[src/rtl/em_mac_sched_if.sv]
// Requester handshake bundle for the MAC scheduler.
// One instance per requester; the scheduler sits on the slave side.
interface em_mac_sched_if #(
    parameter int ACCW = 2
);
    logic            VALID;
    logic            READY;
    logic [1:0]      OP;
    logic [ACCW-1:0] ACC;
    logic            FRAC;
    logic            RND;

    modport master (
        output VALID, OP, ACC, FRAC, RND,
        input  READY
    );

    modport slave (
        input  VALID, OP, ACC, FRAC, RND,
        output READY
    );
endinterface

[src/rtl/em_mac_sched.sv]
// Two-requester arbiter and M/E/W sequencer for the EU MAC datapath.
// No forwarding: MAC/MSU wait until their accumulator leaves W.
module em_mac_sched #(
    parameter int NACC       = 4,
    parameter int ACCW       = $clog2(NACC),
    parameter int STARVE_LIM = 4
) (
    input  logic            CLK,
    input  logic            RST_N,
    input  logic            HOLD,
    em_mac_sched_if.slave   R0,
    em_mac_sched_if.slave   R1,
    input  logic            CFG_WE,
    input  logic            CFG_BIASRND,
    output logic            VALID_M,
    output logic            OPSEL_M,
    output logic [ACCW-1:0] ACCRD_M,
    output logic            VALID_E,
    output logic            SUB_E,
    output logic            FracMode_E,
    output logic            rnd_E,
    output logic            mzero_E,
    output logic            BIASRND,
    output logic            ACC_WE_W,
    output logic [ACCW-1:0] ACC_WA_W,
    output logic            RSP_VALID_W,
    output logic            RSP_ID_W
);

    typedef enum logic [1:0] {
        OP_MUL = 2'd0,
        OP_MAC = 2'd1,
        OP_MSU = 2'd2,
        OP_CLR = 2'd3
    } op_e;

    typedef struct packed {
        logic            valid;
        logic            id;
        op_e             op;
        logic [ACCW-1:0] acc;
        logic            frac;
        logic            rnd;
    } stage_t;

    // W only needs what the write port and response use.
    typedef struct packed {
        logic            valid;
        logic            id;
        logic [ACCW-1:0] acc;
    } wb_t;

    localparam logic [3:0] LIM = 4'(STARVE_LIM);

    stage_t m_q, m_d;
    stage_t e_q, e_d;
    wb_t    w_q, w_d;
    stage_t iss;

    logic [3:0] starve_q, starve_d;
    logic       bias_q, bias_d;

    logic hz0, hz1;
    logic cand0, cand1;
    logic gnt0, gnt1;
    logic r1_pri;

    function automatic logic acc_busy(
        input logic [ACCW-1:0] a,
        input stage_t          m,
        input stage_t          e,
        input wb_t             w
    );
        return (m.valid && m.acc == a) ||
               (e.valid && e.acc == a) ||
               (w.valid && w.acc == a);
    endfunction

    // Hazard screen and fixed/starvation priority grant.
    always_comb begin
        hz0    = 1'b0;
        hz1    = 1'b0;
        if (R0.OP == OP_MAC || R0.OP == OP_MSU)
            hz0 = acc_busy(R0.ACC, m_q, e_q, w_q);
        if (R1.OP == OP_MAC || R1.OP == OP_MSU)
            hz1 = acc_busy(R1.ACC, m_q, e_q, w_q);
        cand0  = RST_N & ~HOLD & R0.VALID & ~hz0;
        cand1  = RST_N & ~HOLD & R1.VALID & ~hz1;
        r1_pri = (starve_q == LIM);
        gnt0   = cand0 & ~(r1_pri & cand1);
        gnt1   = cand1 & ~(cand0 & ~r1_pri);
    end

    assign R0.READY = gnt0;
    assign R1.READY = gnt1;

    // Bundle for the op entering M; all-zero when nothing issues.
    always_comb begin
        iss = '0;
        unique case (1'b1)
            gnt0: begin
                iss.valid = 1'b1;
                iss.id    = 1'b0;
                iss.op    = op_e'(R0.OP);
                iss.acc   = R0.ACC;
                iss.frac  = R0.FRAC;
                iss.rnd   = R0.RND;
            end
            gnt1: begin
                iss.valid = 1'b1;
                iss.id    = 1'b1;
                iss.op    = op_e'(R1.OP);
                iss.acc   = R1.ACC;
                iss.frac  = R1.FRAC;
                iss.rnd   = R1.RND;
            end
            default: iss = '0;
        endcase
    end

    // Stage advance, frozen as a whole while HOLD is high.
    always_comb begin
        m_d = m_q;
        e_d = e_q;
        w_d = w_q;
        if (!HOLD) begin
            m_d       = iss;
            e_d       = m_q;
            w_d.valid = e_q.valid;
            w_d.id    = e_q.id;
            w_d.acc   = e_q.acc;
        end
    end

    // Starvation counter: counts R1 losses, cleared on grant or idle.
    always_comb begin
        starve_d = starve_q;
        if (!HOLD) begin
            if (!R1.VALID || gnt1)
                starve_d = 4'd0;
            else if (starve_q < LIM)
                starve_d = starve_q + 4'd1;
        end
    end

    // Config register loads even while the pipe is held.
    always_comb begin
        bias_d = bias_q;
        if (CFG_WE)
            bias_d = CFG_BIASRND;
    end

    // State registers.
    always_ff @(posedge CLK or negedge RST_N) begin
        if (!RST_N) begin
            m_q      <= '0;
            e_q      <= '0;
            w_q      <= '0;
            starve_q <= 4'd0;
            bias_q   <= 1'b0;
        end else begin
            m_q      <= m_d;
            e_q      <= e_d;
            w_q      <= w_d;
            starve_q <= starve_d;
            bias_q   <= bias_d;
        end
    end

    // Stage decode; every control is qualified by its stage valid.
    always_comb begin
        VALID_M     = m_q.valid;
        OPSEL_M     = m_q.valid & m_q.id;
        ACCRD_M     = m_q.valid ? m_q.acc : '0;
        VALID_E     = e_q.valid;
        SUB_E       = e_q.valid & (e_q.op == OP_MSU);
        mzero_E     = e_q.valid & (e_q.op == OP_CLR);
        FracMode_E  = e_q.valid & e_q.frac;
        rnd_E       = e_q.valid & e_q.rnd;
        ACC_WE_W    = w_q.valid;
        RSP_VALID_W = w_q.valid;
        ACC_WA_W    = w_q.valid ? w_q.acc : '0;
        RSP_ID_W    = w_q.valid & w_q.id;
        BIASRND     = bias_q;
    end

endmodule

[src/flat_wrapper.sv]
// flat-port wrapper written by rule: the top's interface ports become plain ports
module em_mac_sched_flat 
#(
    parameter int NACC       = 4,
    parameter int ACCW       = $clog2(NACC),
    parameter int STARVE_LIM = 4
)
  (CLK, RST_N, HOLD, CFG_WE, CFG_BIASRND, VALID_M, OPSEL_M, ACCRD_M, VALID_E, SUB_E, FracMode_E, rnd_E, mzero_E, BIASRND, ACC_WE_W, ACC_WA_W, RSP_VALID_W, RSP_ID_W, R0_VALID, R0_OP, R0_ACC, R0_FRAC, R0_RND, R0_READY, R1_VALID, R1_OP, R1_ACC, R1_FRAC, R1_RND, R1_READY);
  em_mac_sched_if #(.ACCW(ACCW)) R0_i ();
  em_mac_sched_if #(.ACCW(ACCW)) R1_i ();
  input  logic CLK;
  input  logic RST_N;
  input  logic HOLD;
  input  logic CFG_WE;
  input  logic CFG_BIASRND;
  output logic VALID_M;
  output logic OPSEL_M;
  output logic [ACCW-1:0] ACCRD_M;
  output logic VALID_E;
  output logic SUB_E;
  output logic FracMode_E;
  output logic rnd_E;
  output logic mzero_E;
  output logic BIASRND;
  output logic ACC_WE_W;
  output logic [ACCW-1:0] ACC_WA_W;
  output logic RSP_VALID_W;
  output logic RSP_ID_W;
  input wire logic [$bits(R0_i.VALID)-1:0] R0_VALID;
  input wire logic [$bits(R0_i.OP)-1:0] R0_OP;
  input wire logic [$bits(R0_i.ACC)-1:0] R0_ACC;
  input wire logic [$bits(R0_i.FRAC)-1:0] R0_FRAC;
  input wire logic [$bits(R0_i.RND)-1:0] R0_RND;
  output wire logic [$bits(R0_i.READY)-1:0] R0_READY;
  input wire logic [$bits(R1_i.VALID)-1:0] R1_VALID;
  input wire logic [$bits(R1_i.OP)-1:0] R1_OP;
  input wire logic [$bits(R1_i.ACC)-1:0] R1_ACC;
  input wire logic [$bits(R1_i.FRAC)-1:0] R1_FRAC;
  input wire logic [$bits(R1_i.RND)-1:0] R1_RND;
  output wire logic [$bits(R1_i.READY)-1:0] R1_READY;
  assign R0_i.VALID = R0_VALID;
  assign R0_i.OP = R0_OP;
  assign R0_i.ACC = R0_ACC;
  assign R0_i.FRAC = R0_FRAC;
  assign R0_i.RND = R0_RND;
  assign R0_READY = R0_i.READY;
  assign R1_i.VALID = R1_VALID;
  assign R1_i.OP = R1_OP;
  assign R1_i.ACC = R1_ACC;
  assign R1_i.FRAC = R1_FRAC;
  assign R1_i.RND = R1_RND;
  assign R1_READY = R1_i.READY;
  em_mac_sched #(.NACC(NACC), .ACCW(ACCW), .STARVE_LIM(STARVE_LIM)) u_core (.CLK(CLK), .RST_N(RST_N), .HOLD(HOLD), .R0(R0_i), .R1(R1_i), .CFG_WE(CFG_WE), .CFG_BIASRND(CFG_BIASRND), .VALID_M(VALID_M), .OPSEL_M(OPSEL_M), .ACCRD_M(ACCRD_M), .VALID_E(VALID_E), .SUB_E(SUB_E), .FracMode_E(FracMode_E), .rnd_E(rnd_E), .mzero_E(mzero_E), .BIASRND(BIASRND), .ACC_WE_W(ACC_WE_W), .ACC_WA_W(ACC_WA_W), .RSP_VALID_W(RSP_VALID_W), .RSP_ID_W(RSP_ID_W));
endmodule
[config.mk]
export PLATFORM = sky130hd
export DESIGN_NAME = em_mac_sched_flat
export DESIGN_NICKNAME = d
export VERILOG_FILES = /design/src/rtl/em_mac_sched_if.sv /design/src/rtl/em_mac_sched.sv /design/src/flat_wrapper.sv
export SDC_FILE = /design/constraint.sdc
export NUM_CORES = 1
export LEC_CHECK = 0
export CELL_PAD_IN_SITES_DETAIL_PLACEMENT = 1
export CELL_PAD_IN_SITES_GLOBAL_PLACEMENT = 1
export CORE_MARGIN = 2
export CORE_UTILIZATION = 37
export CTS_CLUSTER_DIAMETER = 150
export DETAILED_ROUTE_END_ITERATION = 16
export PLACE_DENSITY_LB_ADDON = 0.12
export SYNTH_ARGS = -nofsm -noshare
export SYNTH_HDL_FRONTEND = slang
export SYNTH_SLANG_ARGS = --single-unit
[constraint.sdc]
create_clock -name CLK -period 4.9 [get_ports CLK]
set_input_delay 0.98 -clock CLK [delete_from_list [all_inputs] [get_ports CLK]]
set_output_delay 0.98 -clock CLK [all_outputs]
set_load 0.02 [all_outputs]
-- After elaboration in Yosys (flattened, before gate mapping)
Cells that the tools add are included.
- output and inout bits: 17
- input bits: 19
- word-level logic and storage cells: 76
- bits in registers: 25
- eq/ne operators: 13
- $add $sub $neg: 1
- bitwise gates (word level): 21
- reductions and logical operators: 16
- order comparisons: 1
- muxes and demuxes: 7
- operators by type and width (operator ; count):
    8-bit one-hot mux with 2 select lines ; 1
    1-bit bitwise AND ; 15
    2-bit equality test ; 6
    2-bit equality test, second input constant ; 4
    4-bit 2-to-1 mux ; 2
    1-bit logical OR ; 7
    1-bit logical AND ; 6
    1-bit NOT ; 6
    4-bit by 1-bit adder with 4-bit output, second input constant ; 1
    2-bit by 1-bit equality test with 1-bit output, second input constant ; 2
    4-bit by 3-bit equality test with 1-bit output, second input constant ; 1
    4-bit by 3-bit less-than comparator with 1-bit output, second input constant ; 1
    2-bit 2-to-1 mux ; 2
    1-bit 2-to-1 mux ; 2
    2-bit AND reduction ; 1
    2-bit nonzero test ; 1
    1-bit logical NOT ; 1

-- Logic depth before layout (Yosys ltp)
Gate-level depths: netlist of the first run.
- depth in word-level cells: 13
- mapped depth: 8
- gate-level depth less buffers: 7

-- Worst setup path after synthesis of the first run
Ideal clock, no wire load.
- kind: input to output
- start point: input port R0_ACC[1]
- end point: output port R0_READY
- setup slack: 2.107 ns
- data required time: 3.920 ns
- stages: 5
- arrival: 1.813 ns
- path buffers: 0
- path through: xnor2_1 nand3_1 a31oi_1 nand4bb_1 nor2_2
- longest elaborated chain between the ends: 8
- elaborated cells between the ends (all ways): 12
- those cells by class: 3 x eq/ne; 1 x mux; 3 x bitwise; 5 x reduce/logical
- ends and longest elaborated chain (item ; line ; source):
    start: declaration ; flat_wrapper.sv:31 ; input wire logic [$bits(R0_i.ACC)-1:0] R0_ACC;
    2-bit equality test (on tied branches) ; em_mac_sched.sv:74, em_mac_sched.sv:75 ;
    1-bit logical AND (on tied branches) ; em_mac_sched.sv:74, em_mac_sched.sv:75 ;
    1-bit logical OR ; em_mac_sched.sv:74 ; return (m.valid && m.acc == a) ||
    1-bit logical OR * ; em_mac_sched.sv:75 ; (e.valid && e.acc == a) ||
    1-bit 2-to-1 mux * ; em_mac_sched.sv:83 ; if (R0.OP == OP_MAC || R0.OP == OP_MSU)
    1-bit NOT * ; em_mac_sched.sv:87 ; cand0 = RST_N & ~HOLD & R0.VALID & ~hz0;
    1-bit bitwise AND * ; em_mac_sched.sv:87 ;
    1-bit bitwise AND * ; em_mac_sched.sv:90 ; gnt0 = cand0 & ~(r1_pri & cand1);
    end: declaration ; flat_wrapper.sv:34 ; output wire logic [$bits(R0_i.READY)-1:0] R0_READY;
Mark *: on every way between the ends. The rest lies on a longest branch, timed or not.

-- Worst setup path in the final report of the first run
Same ends and word-level chain as after synthesis.

==> results of run 1 <==
cells in the final DEF (no fill, tap or decap), types with 3 or more instances in the layout:
cell type / count
clkdlybuf4s50_1: 35
dfrtp_1: 25
xnor2_1: 13
mux2_2: 13
and2_1: 8
inv_1: 5
nand3_1: 5
a22o_1: 5
a21o_1: 5
nand2_1: 4
nor2_1: 3
a21oi_1: 3
clkbuf_4: 3
buf_4: 3
cells by family (layout without fill, tap and decap cells):
logic type	after synthesis	count (layout)
mux	13	13
simple gates	29	29
buf+inv	9	47
compound gates	24	24
flops	25	25
xor+xnor	14	14
fa+ha+maj	2	2
sequential cells by signal, summed over array words and instances (netlist names):
signal,count
u_core.ACC_WE_W,1
u_core.BIASRND,1
u_core.VALID_E,1
u_core.VALID_M,1
u_core.e_q,7
u_core.m_q,7
u_core.starve_q,4
u_core.w_q,3
where the power goes:
group,internal [mW],switching [mW]
logic,0.0880,0.0737
clock network,0.0319,0.0600
registers,0.235,0.0324
worst max-delay path: cells and delay by family:
family | cells | cell delay (ns)
buffers and inverters | 2 | 1.28
AND/OR/NAND/NOR | 3 | 0.74
AO/OA/AOI/OAI | 1 | 0.13
XOR/XNOR | 1 | 0.12
routing by layer:
metal	part of all wire (%)	vias up	wire length, um	global-route usage [%]
li1	-	488	-	-
met3	6.1	8	206	3.17
met2	51	42	1710	31.6
met4	1.5	0	52	4.89
met5	0	-	0	0
met1	42	533	1420	23.3
metrics by stage:
step / std cells / setup WS (ns) / hold WS (ns) / area [um^2]
2_1_floorplan: 116 / 2.11 / 0.471 / 1330
3_3_place_gp: 196 / 0.788 / 0.482 / 1720
3_5_place_dp: 196 / 0.706 / 0.491 / 1720
4_1_cts: 200 / 0.656 / 0.522 / 1750
5_1_grt: 200 / 0.547 / 0.544 / 1750
6_report: 200 / 0.668 / 0.519 / 1750
layout make-up:
| class | count | share of cell area (%) |
|---|---|---|
| flip-flops and latches | 25 | 35.7 |
| repair buffers | 38 | 21.3 |
| inverters | 5 | 1.07 |
| clock buffers | 4 | 1.50 |
| well taps | 46 | 3.29 |
| multi-input cells | 82 | 37.1 |
worst max-delay path by stage:
stage / from / end / slack (ns) / depth (start not counted)
2_1_floorplan: R0_ACC[1] / R0_READY / 2.11 / 5
3_3_place_gp: R0_ACC[1] / R0_READY / 0.79 / 7
3_5_place_dp: RST_N / R0_READY / 0.71 / 7
4_1_cts: RST_N / R0_READY / 0.66 / 7
5_1_grt: R0_ACC[0] / R0_READY / 0.55 / 7
6_report: R0_ACC[1] / R0_READY / 0.67 / 7
==> impl_metrics.json, run 1 <==
{
  "clock-root-buffer": "clkbuf_4",
  "htree_levels": 1,
  "cp_common_cell": "clkdlybuf4s50_1",
  "dp_hpwl_um": 2570,
  "cp-end-kind": "output port",
  "seqCellArea_um2": 626,
  "period_share_pct": 86.4,
  "cap_violations": 0,
  "synth_area_mm2": 0.00133,
  "n_antenna_cell": 0,
  "synthCells": 116,
  "yosysSeqAreaShare_pct": 47.1,
  "cts_buffers": 3,
  "worstPathArrival_ns": 3.25,
  "slew_violations": 0,
  "min_period_ns": 4.23,
  "insertion_delay_ns": 0.32,
  "r2r_start": "u_core.m_q[3]",
  "synth_adder_area_share_pct": 1.89,
  "timing.slew.headroom_pct": 73.9,
  "cts_tree": "built",
  "synthesis.nets": 137,
  "path_clk_slew_ns": 0.13,
  "synth_warnings": 0,
  "synthSimpleGateAreaFrac_pct": 12.7,
  "std_cell_rows": 21,
  "drtIter0Drc": 53,
  "avgViaCountPerCell": 5.36,
  "tns_ns": 0,
  "wl_per_cell_um": 16.9,
  "yosysTopAreaCell": "dfrtp_1",
  "power.density_mw_per_mm2": 298,
  "setup_viol": 0,
  "portBuffers": 35,
  "async_flop_share_pct": 100,
  "drt_pass1_iterations": 4,
  "detail-route-antenna-nets": 0,
  "grt_pass1_wl_um": 5830,
  "peakVddDrop_mv": 0.132,
  "cts.sinks": 25,
  "yosysMostFrequentCell": "dfrtp_1",
  "die_x_um": 63.9,
  "hold_depth": 1,
  "yosysUniqueCellTypes": 32,
  "finalHoldViolCount": 0,
  "synth.avg_cell_area_um2": 11.4,
  "yosys.area_share.xor_xnor_pct": 9.24,
  "initial_utilization_pct": 39.2,
  "post-cts-setup-buffers": 0,
  "ctsResizeCount": 0,
  "r2r_slack_ns": 3.07,
  "required_ns": 3.92,
  "yosys-top-cells-count": "dfrtp_1, mux2_2, xnor2_1",
  "grt_overflow": 0,
  "clockBufferDepth": 2,
  "ios": 36,
  "path_cells": "clkdlybuf4s50_1, xnor2_1, nand3_1, a31oi_1, nand4bb_1, nor2_2, clkdlybuf4s50_1",
  "core-area_mm2": 0.00339,
  "synthFlopType": "dfrtp_1",
  "place_congestion": 0.743,
  "finalPower_mw": 0.521,
  "hold_start": "u_core.w_q[2]",
  "worst-path-max-fanout": 7,
  "grt_pass1_vias": 1198,
  "hp-class": "flip-flop to flip-flop",
  "synth-seq-cells": 25,
  "fin_nets": 176,
  "max_stage_delay_ns": 0.68,
  "start_kind": "primary input",
  "yosysTopAreaCellShare_pct": 47.1,
  "maxClockFrequency_mhz": 236,
  "drc": 0,
  "grt_antenna_before_repair": 0,
  "synth-compound-area-share_pct": 14.0,
  "multi_input_area_um2": 649,
  "fp.dieH_um": 63.9,
  "dr_total_vias": 1071,
  "syn_to_final_growth_pct": 31.9,
  "grt_max_degree": 24,
  "grt_usage_pct": 18.2,
  "nFillCells": 362,
  "synth_top_family_by_area": "compound AO/OA/AOI/OAI gates",
  "status": "finished, final reports clean",
  "reg2reg_depth": 7,
  "utilization_pct": 51.6,
  "crit_slowest_cell": "clkdlybuf4s50_1",
  "p_leak_nw": 0.778,
  "die_area_mm2": 0.00408,
  "synth_area_leaders": "dfrtp_1, mux2_2, xnor2_1",
  "drt_wl_total_um": 3390,
  "hold_path_end": "u_core.w_q[2]",
  "worst_pin_slew_ns": 0.390,
  "crit_type": "primary input to output port",
  "synth-edff-count": 0,
  "rsz0062_at_grt": "false",
  "fin_skew_ns": 0.00526,
  "reg2reg_to": "u_core.starve_q[1]",
  "synth.area.mux_share_pct": 11.0,
  "drive_above_1_share_pct": 15.6,
  "postCtsHoldBufs": 0
}
Power figures use the tool's default switching activity.
==> inputs of run 2 (changes only) <==
- CAP_MARGIN: unset -> 20
==> results of run 2 <==
Same layout as run 1: the final DEF is identical, and so are final timing and power.
==> inputs of run 3 (changes only) <==
- CORE_UTILIZATION: 37 -> 33
- clock period: 4.9 -> 3.7 ns (I/O delays scaled with it)
==> run 3 against run 2 <==
Worst hold slack lost 0.0098 ns. Register-to-register slack worse by 1.2 ns. Global-route usage fell by 2.3 points. Cell area increased by 1.9%. Non-clock buffer count up 1. Clock skew fell by 0.0034 ns. Critical path type unchanged. Largest cell class unchanged.
==> impl_metrics.json, run 3 (same netlist as run 1, synthesis figures left out) <==
{
  "portBuffers": 35,
  "cap_violations": 0,
  "maxClockFrequency_mhz": 289,
  "reg2reg_to": "u_core.m_q[2]",
  "max_stage_delay_ns": 0.61,
  "ctsResizeCount": 0,
  "n_antenna_cell": 0,
  "reg2reg_depth": 7,
  "crit_type": "primary input to output port",
  "crit_slowest_cell": "clkdlybuf4s50_1",
  "clock-root-buffer": "clkbuf_8",
  "worst-path-max-fanout": 4,
  "hold_path_end": "u_core.e_q[0]",
  "dp.cells": 201,
  "start_kind": "primary input",
  "hold_start": "u_core.e_q[0]",
  "rsz0062_at_grt": "false",
  "clockBufferDepth": 2,
  "grt_overflow": 0,
  "place_congestion": 0.763,
  "worst_pin_slew_ns": 0.342,
  "drt_wl_total_um": 3240,
  "finalHoldViolCount": 0,
  "std_cell_rows": 23,
  "final_common_cell": "clkdlybuf4s50_1",
  "dr_total_vias": 1034,
  "timing.slew.headroom_pct": 77.2,
  "htree_levels": 1,
  "status": "finished, final reports clean",
  "top_regs": "u_core.e_q x7, u_core.m_q x7, u_core.starve_q x4",
  "r2r_start": "u_core.e_q[3]",
  "drtIter0Drc": 25,
  "postCtsHoldBufs": 0,
  "grt_usage_pct": 15.9,
  "required_ns": 2.96,
  "grt_max_degree": 28,
  "core-area_mm2": 0.00394,
  "hp-class": "flip-flop to flip-flop",
  "fp.dieH_um": 67.4,
  "timing.hold.ws_ns": 0.509,
  "syn_to_final_growth_pct": 34.3,
  "slew_violations": 0,
  "ios": 36,
  "cts.sinks": 25,
  "drive_above_1_share_pct": 16.8,
  "hold_depth": 1,
  "initial_utilization_pct": 33.7,
  "drt_pass1_iterations": 4,
  "drc": 0,
  "path_cells": "clkdlybuf4s50_1, xnor2_1, nand3_1, a31oi_1, nand4bb_1, nor2_2, clkdlybuf4s50_1",
  "insertion_delay_ns": 0.26,
  "detail-route-antenna-nets": 0,
  "fin_nets": 177,
  "min_period_ns": 3.46,
  "grt_antenna_before_repair": 0,
  "cp-end-kind": "output port",
  "post-cts-setup-buffers": 0,
  "path_clk_slew_ns": 0.08,
  "grt_pass1_vias": 1122,
  "tns_ns": 0,
  "cts_buffers": 3,
  "r2r_slack_ns": 1.92,
  "avgViaCountPerCell": 5.04,
  "die_area_mm2": 0.00455,
  "cp_common_cell": "clkdlybuf4s50_1",
  "worstPathArrival_ns": 2.72,
  "power.density_mw_per_mm2": 405,
  "setup_viol": 0,
  "die_x_um": 67.4,
  "fin_skew_ns": 0.00182,
  "final_cell_mix": "clkdlybuf4s50_1, dfrtp_1, xnor2_1, mux2_2, and2_1",
  "grt_pass1_wl_um": 5290,
  "layoutNonFillerInstCount": 205,
  "period_share_pct": 93.6,
  "dp_hpwl_um": 2410,
  "cts_tree": "built",
  "peakVddDrop_mv": 0.129,
  "p_leak_nw": 0.793,
  "wl_per_cell_um": 15.8
}
[run 3: through the flow]
| stage | instance area [um^2] | worst slack (ns) | util (%) | power [mW] |
|---|---|---|---|---|
| final | 1780 | 0.237 | 45.2 | 0.723 |
| after global routing | 1780 | 0.121 | 45.2 | 0.770 |
| after CTS | 1780 | 0.249 | 45.2 | 0.735 |
| after detailed placement | 1740 | 0.262 | 44.0 | 0.574 |
| after global placement | 1740 | 0.298 | 44.0 | 0.567 |
| after floorplan | 1330 | 1.39 | - | 0.474 |
[run 3: area by class of cell]
| cell class | instances | area, um^2 |
|---|---|---|
| fillers | 440 | 2160 |
| multi-input cells | 82 | 649 |
| flip-flops and latches | 25 | 626 |
| repair buffers | 39 | 380 |
| well taps | 50 | 62.6 |
| clock buffers | 3 | 41.3 |
| inverters | 5 | 18.8 |
| clock inverters | 1 | 5.00 |
[run 3: power breakdown]
part / switching, mW / internal [mW]
clock network: 0.0814 / 0.0751
logic: 0.0960 / 0.118
registers: 0.0412 / 0.311
[run 3: worst max-delay path by stage]
stage | slack (ns) | start | end | cells after the start
after floorplan | 1.39 | R0_ACC[1] | R0_READY | 5
after global placement | 0.30 | R0_ACC[0] | R0_READY | 7
after detailed placement | 0.26 | R1_ACC[0] | R1_READY | 6
after CTS | 0.25 | R0_ACC[0] | R0_READY | 7
after global routing | 0.12 | R0_ACC[1] | R0_READY | 7
final | 0.24 | R0_ACC[0] | R0_READY | 7
[run 3: routing by layer]
metal / share of wire [%] / track usage, % / up-vias
met5: 0 / 0 / -
met4: 1.0 / 5.61 / 0
met3: 5.4 / 2.50 / 4
met2: 47 / 25.5 / 29
met1: 46 / 21.9 / 512
li1: - / - / 489
[run 3: critical path, delay by kind of cell]
| kind | cells | cell delay (ns) |
|---|---|---|
| compound gates | 1 | 0.13 |
| xor+xnor | 1 | 0.18 |
| buf+inv | 2 | 1.13 |
| simple gates | 3 | 0.53 |
